## src/rtl/player_motion_ctrl.sv

```systemverilog
// player_motion_ctrl
// Turns button inputs into a clamped (x,y) position and an 8-way heading.
// Updates happen once per movement tick. A tick is one UPDATE cycle that
// follows TICK_CYCLES cycles of WAIT, so ticks are TICK_CYCLES+1 cycles apart.
//
// Ports:
//   clk        system clock
//   rst        asynchronous reset, active-low
//   enable     1 runs the tick engine; 0 returns to IDLE and freezes outputs
//   turn_left  rotate heading +1 (CCW)
//   turn_right rotate heading -1 (CW)
//   fwd/back   move along / opposite to the heading
//   flip_vert  invert the y component of motion
//   x_pos      current x (X_W bits)
//   y_pos      current y (Y_W bits)
//   heading    current heading, 0..7:
//              0=+x, 1=+x-y, 2=-y, 3=-x-y, 4=-x, 5=-x+y, 6=+y, 7=+x+y
//   tick       1-cycle pulse during the UPDATE cycle
//   moving     the position changed at the last UPDATE
//   at_wall    a clamp occurred at the last UPDATE
//
// Build option: define PLAYER_SYNC_EN to pass the button inputs through
// two-flop synchronisers. Without it, the buttons are sampled directly.
module player_motion_ctrl #(
  parameter int X_W         = 10,
  parameter int Y_W         = 10,
  parameter int TICK_CYCLES = 5_000_000,
  parameter int STEP        = 1,
  parameter int X_MIN       = 0,
  parameter int X_MAX       = 620,
  parameter int Y_MIN       = 0,
  parameter int Y_MAX       = 460,
  parameter int X_INIT      = 310,
  parameter int Y_INIT      = 230,
  parameter int ROT_HOLD    = 4
) (
  input  logic           clk,
  input  logic           rst,
  input  logic           enable,
  input  logic           turn_left,
  input  logic           turn_right,
  input  logic           fwd,
  input  logic           back,
  input  logic           flip_vert,
  output logic [X_W-1:0] x_pos,
  output logic [Y_W-1:0] y_pos,
  output logic [2:0]     heading,
  output logic           tick,
  output logic           moving,
  output logic           at_wall
);

  localparam int CNT_W = $clog2(TICK_CYCLES);
  localparam int ROT_W = (ROT_HOLD > 1) ? $clog2(ROT_HOLD) : 1;
  localparam logic [CNT_W-1:0] TICK_LAST = CNT_W'(TICK_CYCLES - 1);
  localparam logic [ROT_W-1:0] ROT_LAST  = ROT_W'(ROT_HOLD - 1);

  localparam logic signed [X_W+1:0] XSTEP  = (X_W+2)'(STEP);
  localparam logic signed [X_W+1:0] XMIN_S = (X_W+2)'(X_MIN);
  localparam logic signed [X_W+1:0] XMAX_S = (X_W+2)'(X_MAX);
  localparam logic signed [Y_W+1:0] YSTEP  = (Y_W+2)'(STEP);
  localparam logic signed [Y_W+1:0] YMIN_S = (Y_W+2)'(Y_MIN);
  localparam logic signed [Y_W+1:0] YMAX_S = (Y_W+2)'(Y_MAX);

  typedef enum logic [1:0] {S_IDLE, S_WAIT, S_UPDATE} state_t;

  state_t           state_q, state_d;
  logic [CNT_W-1:0] cnt_q, cnt_d;
  logic [ROT_W-1:0] rot_cnt_q, rot_cnt_d;
  logic [X_W-1:0]   x_q, x_d;
  logic [Y_W-1:0]   y_q, y_d;
  logic [2:0]       heading_q, heading_d;
  logic             moving_q, moving_d;
  logic             at_wall_q, at_wall_d;
  logic             upd;

  logic tl_s, tr_s, fwd_s, back_s, flip_s;

`ifdef PLAYER_SYNC_EN
  logic [4:0] sync1_q, sync2_q;
  always_ff @(posedge clk or negedge rst) begin
    if (!rst) begin
      sync1_q <= '0;
      sync2_q <= '0;
    end else begin
      sync1_q <= {turn_left, turn_right, fwd, back, flip_vert};
      sync2_q <= sync1_q;
    end
  end
  assign {tl_s, tr_s, fwd_s, back_s, flip_s} = sync2_q;
`else
  assign {tl_s, tr_s, fwd_s, back_s, flip_s} =
    {turn_left, turn_right, fwd, back, flip_vert};
`endif

  // Tick engine.
  always_comb begin
    state_d = state_q;
    cnt_d   = cnt_q;
    upd     = 1'b0;
    if (!enable) begin
      state_d = S_IDLE;
      cnt_d   = '0;
    end else begin
      unique case (state_q)
        S_IDLE: begin
          state_d = S_WAIT;
          cnt_d   = '0;
        end
        S_WAIT: begin
          if (cnt_q == TICK_LAST) begin
            state_d = S_UPDATE;
            cnt_d   = '0;
          end else begin
            cnt_d = cnt_q + 1'b1;
          end
        end
        S_UPDATE: begin
          upd     = 1'b1;
          state_d = S_WAIT;
          cnt_d   = '0;
        end
        default: begin
          state_d = S_IDLE;
          cnt_d   = '0;
        end
      endcase
    end
  end

  // Motion, clamping and rotation. The direction is taken from the heading
  // before this tick's rotation.
  logic                   mv, x_inc, x_dec, y_inc, y_dec, x_clamp, y_clamp;
  logic [2:0]             dir;
  logic signed [X_W+1:0]  x_ext, x_cand;
  logic signed [Y_W+1:0]  y_ext, y_cand;

  always_comb begin
    mv    = fwd_s ^ back_s;
    dir   = back_s ? (heading_q + 3'd4) : heading_q;
    x_inc = 1'b0;
    x_dec = 1'b0;
    y_inc = 1'b0;
    y_dec = 1'b0;
    if (mv) begin
      unique case (dir)
        3'd0: x_inc = 1'b1;
        3'd1: begin x_inc = 1'b1; y_dec = 1'b1; end
        3'd2: y_dec = 1'b1;
        3'd3: begin x_dec = 1'b1; y_dec = 1'b1; end
        3'd4: x_dec = 1'b1;
        3'd5: begin x_dec = 1'b1; y_inc = 1'b1; end
        3'd6: y_inc = 1'b1;
        default: begin x_inc = 1'b1; y_inc = 1'b1; end
      endcase
    end
    if (flip_s) begin
      {y_inc, y_dec} = {y_dec, y_inc};
    end

    x_ext  = $signed({2'b00, x_q});
    y_ext  = $signed({2'b00, y_q});
    x_cand = x_ext;
    y_cand = y_ext;
    if (x_inc) x_cand = x_ext + XSTEP;
    if (x_dec) x_cand = x_ext - XSTEP;
    if (y_inc) y_cand = y_ext + YSTEP;
    if (y_dec) y_cand = y_ext - YSTEP;

    x_clamp = 1'b0;
    y_clamp = 1'b0;
    if (x_cand < XMIN_S) begin
      x_cand  = XMIN_S;
      x_clamp = 1'b1;
    end else if (x_cand > XMAX_S) begin
      x_cand  = XMAX_S;
      x_clamp = 1'b1;
    end
    if (y_cand < YMIN_S) begin
      y_cand  = YMIN_S;
      y_clamp = 1'b1;
    end else if (y_cand > YMAX_S) begin
      y_cand  = YMAX_S;
      y_clamp = 1'b1;
    end

    x_d       = x_q;
    y_d       = y_q;
    heading_d = heading_q;
    rot_cnt_d = rot_cnt_q;
    moving_d  = moving_q;
    at_wall_d = at_wall_q;

    if (upd) begin
      x_d       = x_cand[X_W-1:0];
      y_d       = y_cand[Y_W-1:0];
      moving_d  = (x_cand[X_W-1:0] != x_q) || (y_cand[Y_W-1:0] != y_q);
      at_wall_d = x_clamp | y_clamp;
      if (!(tl_s ^ tr_s)) begin
        rot_cnt_d = '0;
      end else if (rot_cnt_q == '0) begin
        heading_d = tl_s ? (heading_q + 3'd1) : (heading_q - 3'd1);
        rot_cnt_d = ROT_LAST;
      end else begin
        rot_cnt_d = rot_cnt_q - 1'b1;
      end
    end
  end

  always_ff @(posedge clk or negedge rst) begin
    if (!rst) begin
      state_q   <= S_IDLE;
      cnt_q     <= '0;
      rot_cnt_q <= '0;
      x_q       <= X_W'(X_INIT);
      y_q       <= Y_W'(Y_INIT);
      heading_q <= 3'd0;
      moving_q  <= 1'b0;
      at_wall_q <= 1'b0;
    end else begin
      state_q   <= state_d;
      cnt_q     <= cnt_d;
      rot_cnt_q <= rot_cnt_d;
      x_q       <= x_d;
      y_q       <= y_d;
      heading_q <= heading_d;
      moving_q  <= moving_d;
      at_wall_q <= at_wall_d;
    end
  end

  assign x_pos   = x_q;
  assign y_pos   = y_q;
  assign heading = heading_q;
  assign tick    = upd;
  assign moving  = moving_q;
  assign at_wall = at_wall_q;

endmodule
```

## config.mk

```make
export PLATFORM = sky130hd
export DESIGN_NAME = player_motion_ctrl
export DESIGN_NICKNAME = d
export VERILOG_FILES = /design/src/rtl/player_motion_ctrl.sv
export SDC_FILE = /design/constraint.sdc
export NUM_CORES = 1
export LEC_CHECK = 0
export CAP_MARGIN = 30
export CORE_ASPECT_RATIO = 2
export CORE_MARGIN = 5
export CORE_UTILIZATION = 45
export DETAILED_ROUTE_END_ITERATION = 12
export PLACE_DENSITY_LB_ADDON = 0.08
export SLEW_MARGIN = 10
export SYNTH_ARGS = -nofsm -noshare
export SYNTH_HDL_FRONTEND = slang
export SYNTH_SLANG_ARGS = --single-unit
```

## constraint.sdc

```tcl
create_clock -name clk -period 3.21 [get_ports clk]
set_input_delay 0.4815 -clock clk [delete_from_list [all_inputs] [get_ports clk]]
set_output_delay 0.4815 -clock clk [all_outputs]
set_load 0.05 [all_outputs]
```

==> out/results.tsv <==
metric	value	unit
status	completed	
synthTopCellsByArea	dfrtp_1 (25%), dfstp_2 (6.2%), nor2_1 (4.7%), a21oi_1 (3.9%), nand2_1 (3.4%)	
setup_viol	0	
grt.overflow.total	0	
grtUsageTotal	0.240	
fin_util	0.598	
synthesis.nets	515	
cts_made_buffers	5	
layout-drive-gt1-share	0.272	
skew	0.0109	ns
vias_per_cell	6.02	
syn_to_final_growth	30.8	%
clockBufferDepth	2	
ctsHtreeMaxLevel	2	
syn_inst	500	
yosys_warnings	0	
clock_sinks	52	
antenna_left	0	
grt_pass1_wl	21600	um
ff_latch_area	0.00132	sq mm
drtPass1Iterations	4	
path_clk_slew	0.07	ns
dp_cells	688	
hold_viol_final	0	
slew_headroom	0.443	
grt_max_degree	37	
leakage	2.37	nW
peakVddDrop	0.291	mV
post-route-min-period	3.13	ns
maxCapViolations	0	
yosys.area.top_type	dfrtp_1	
synth_edf_count	0	
timing.final.crit_share	0.974	
ys.flop_type	dfrtp_1	
hpwl	10700	um
nets	616	
worst_hold_path_type	in -> async	
core-area	0.00932	sq mm
ioPinCount	34	
worstMarginPinSlew	0.835	ns
ys_types	86	
root_buffer	clkbuf_16	
finalMaxSlewViolations	0	
port_buffers	33	
wl_per_cell	19.2	um
crit_fanout	7	
cts_tree	built	
fin_cells	706	
worstSetupEndpointType	register	
clock_latency	0.30	ns
multiInputGateArea	0.00286	sq mm
die_area	0.0116	sq mm
r2r_start	y_pos[2]$_DFFE_PN1P_	
async_reset_ff_frac	1.00	
routed_wl	13600	um
place.gp.congestion	0.973	
core.rowCount	50	
cts_hold_buffers	0	
ys_ff_latch	52	
yosysSeqAreaShare	0.308	
n_fill_cell	861	
powerDensity	242	mW/mm^2
vias	4252	
die_y	148	um
startpoint	y_pos[2]$_DFFE_PN1P_	
start_util	0.457	
worstPathArrival	3.30	ns
antenna_found_initial	0	
netlist_area	0.00426	sq mm
first_global_vias	4343	
drcViolationCount	0	
n_antenna_cell	0	
critical_path_class	reg -> reg	
worst_setup_path_start_kind	register	
hold_ws	0.278	ns
required	3.38	ns
netlist.area_leader.share	0.247	
max_freq	320	MHz
drt_iter0_drc	134	
syn_avg_cell_area	8.53	sq um
fp.dieW	78.8	um
placed cells by master, fill, tap and decap left out, types with 4 or more instances in the layout:
master and count:
nor3_1 15, clkbuf_16 5, nor3_2 5, dfrtp_1 40, nand2_1 37, ha_1 4
and2_1 4, o21ai_0 14, nor2_1 51, o211ai_1 5, a21oi_1 30, nor4_1 5
nand4_1 7, nand3_1 20, xor2_1 15, xnor2_1 16, and3_1 11, o21ai_1 5
o31ai_1 5, clkdlybuf4s50_1 28, mux2i_1 9, inv_1 23, or3_1 11, o211a_1 4
o2111ai_1 4, a31oi_1 8, buf_4 84, dfstp_2 10, o22a_1 7, o21a_1 4
nand4b_1 4
synthesized netlist by cell type (3+ instances only):
| cell type | n |
|---|---|
| dfstp_2 | 10 |
| nor3_1 | 16 |
| nand3_1 | 20 |
| xnor2_1 | 16 |
| nor3_2 | 4 |
| mux2i_1 | 12 |
| o21a_1 | 4 |
| o211a_1 | 4 |
| o211ai_1 | 5 |
| o31ai_1 | 6 |
| nand2_1 | 39 |
| a211oi_1 | 3 |
| a21o_1 | 3 |
| a31oi_1 | 8 |
| and2_1 | 5 |
| o22a_1 | 7 |
| o21ai_0 | 17 |
| nor2_1 | 53 |
| o2111ai_1 | 4 |
| buf_2 | 9 |
| ha_1 | 6 |
| nand4b_1 | 4 |
| clkbuf_1 | 15 |
| nor4_1 | 7 |
| inv_1 | 24 |
| and3_1 | 11 |
| or4_1 | 3 |
| o21ai_1 | 4 |
| xor2_1 | 15 |
| a21oi_1 | 33 |
| buf_6 | 3 |
| dfrtp_1 | 42 |
| nand4_1 | 7 |
| or3_1 | 11 |
per-layer routing:
layer  GRT usage  routed length, um  vias up  share of wire
met5           0                  0        -              0
met4       0.146                854        0          0.063
li1            -                  -     2026              -
met2       0.476               7840      100           0.58
met1       0.223               4470     2075           0.33
met3      0.0274                387       51          0.029
flip-flops by register name, indices dropped and copies added, names as in the netlist:
signal and count:
at_wall 1, cnt_q 23, heading 3, moving 1
rot_cnt_q 2, state_q 2, x_pos 10, y_pos 10
cells by family after synthesis:
| kind of cell | synth area share |
|---|---|
| DFF | 0.308 |
| muxes | 0.0396 |
| adders and majority gates | 0.0223 |
| AOI/OAI and AO/OA | 0.214 |
| buffers and inverters | 0.0546 |
| and+or+nand+nor | 0.275 |
| xor gates and xnor gates | 0.0869 |
final timing paths:
check                                          to  slack [ns]  cells after the start
max                            moving$_DFFE_PN0P_        0.08                     11
min                          x_pos[0]$_DFFE_PN0P_        0.28                      1
max reg2reg                    moving$_DFFE_PN0P_        0.08                     11
min reg2reg                state_q[1]$_DFFE_PN0P_        0.48                      1
max in group asynchronous    y_pos[7]$_DFFE_PN1P_        2.09                      2
min in group clk           state_q[1]$_DFFE_PN0P_        0.48                      1
where the power goes:
group / total, W / switching (W) / internal, W
clock: 0.000538 / 0.000246 / 0.000292
combinational: 0.000149 / 0.0000833 / 0.0000662
sequential: 0.000662 / 0.00000290 / 0.000659
per-stage QoR:
stage	setup TNS (ns)	power, W	worst slack (ns)	cell area (sq um)
4_1_cts	0	0.00135	0.0199	5390
2_1_floorplan	-0.0347	0.000736	-0.0347	4290
5_1_grt	-0.0674	0.00141	-0.0674	5580
3_3_place_gp	-3.02	0.000805	-0.370	5210
6_report	0	0.00135	0.0846	5580
3_5_place_dp	-3.95	0.000807	-0.443	5210
cell type report:
class | count | area share
clock buffer | 7 | 0.0238
multi-input combinational | 396 | 0.512
sequential | 52 | 0.236
tap | 104 | 0.0233
timing repair buffer | 122 | 0.186
inverter | 24 | 0.0166
clock inverter | 1 | 0.00157
repair_timing:
| item | CTS | global route |
|---|---|---|
| setup endpoints to repair | 4 | 5 |
| pin swaps | 0 | 13 |
| buffers inserted | 2 | 8 |
| resized for setup | 6 | 30 |
critical path, cell delays in order (launching register included):
cell	delay [ns]
dfstp_2	0.39
buf_4	0.16
or4_1	0.54
nor3_2	0.29
nand4_1	0.16
and4b_1	0.23
o21a_1	0.23
nor4_4	0.40
o21ai_2	0.11
a2bb2oi_1	0.15
and4bb_1	0.24
a41oi_2	0.09
(Power assumes the default switching activity.)
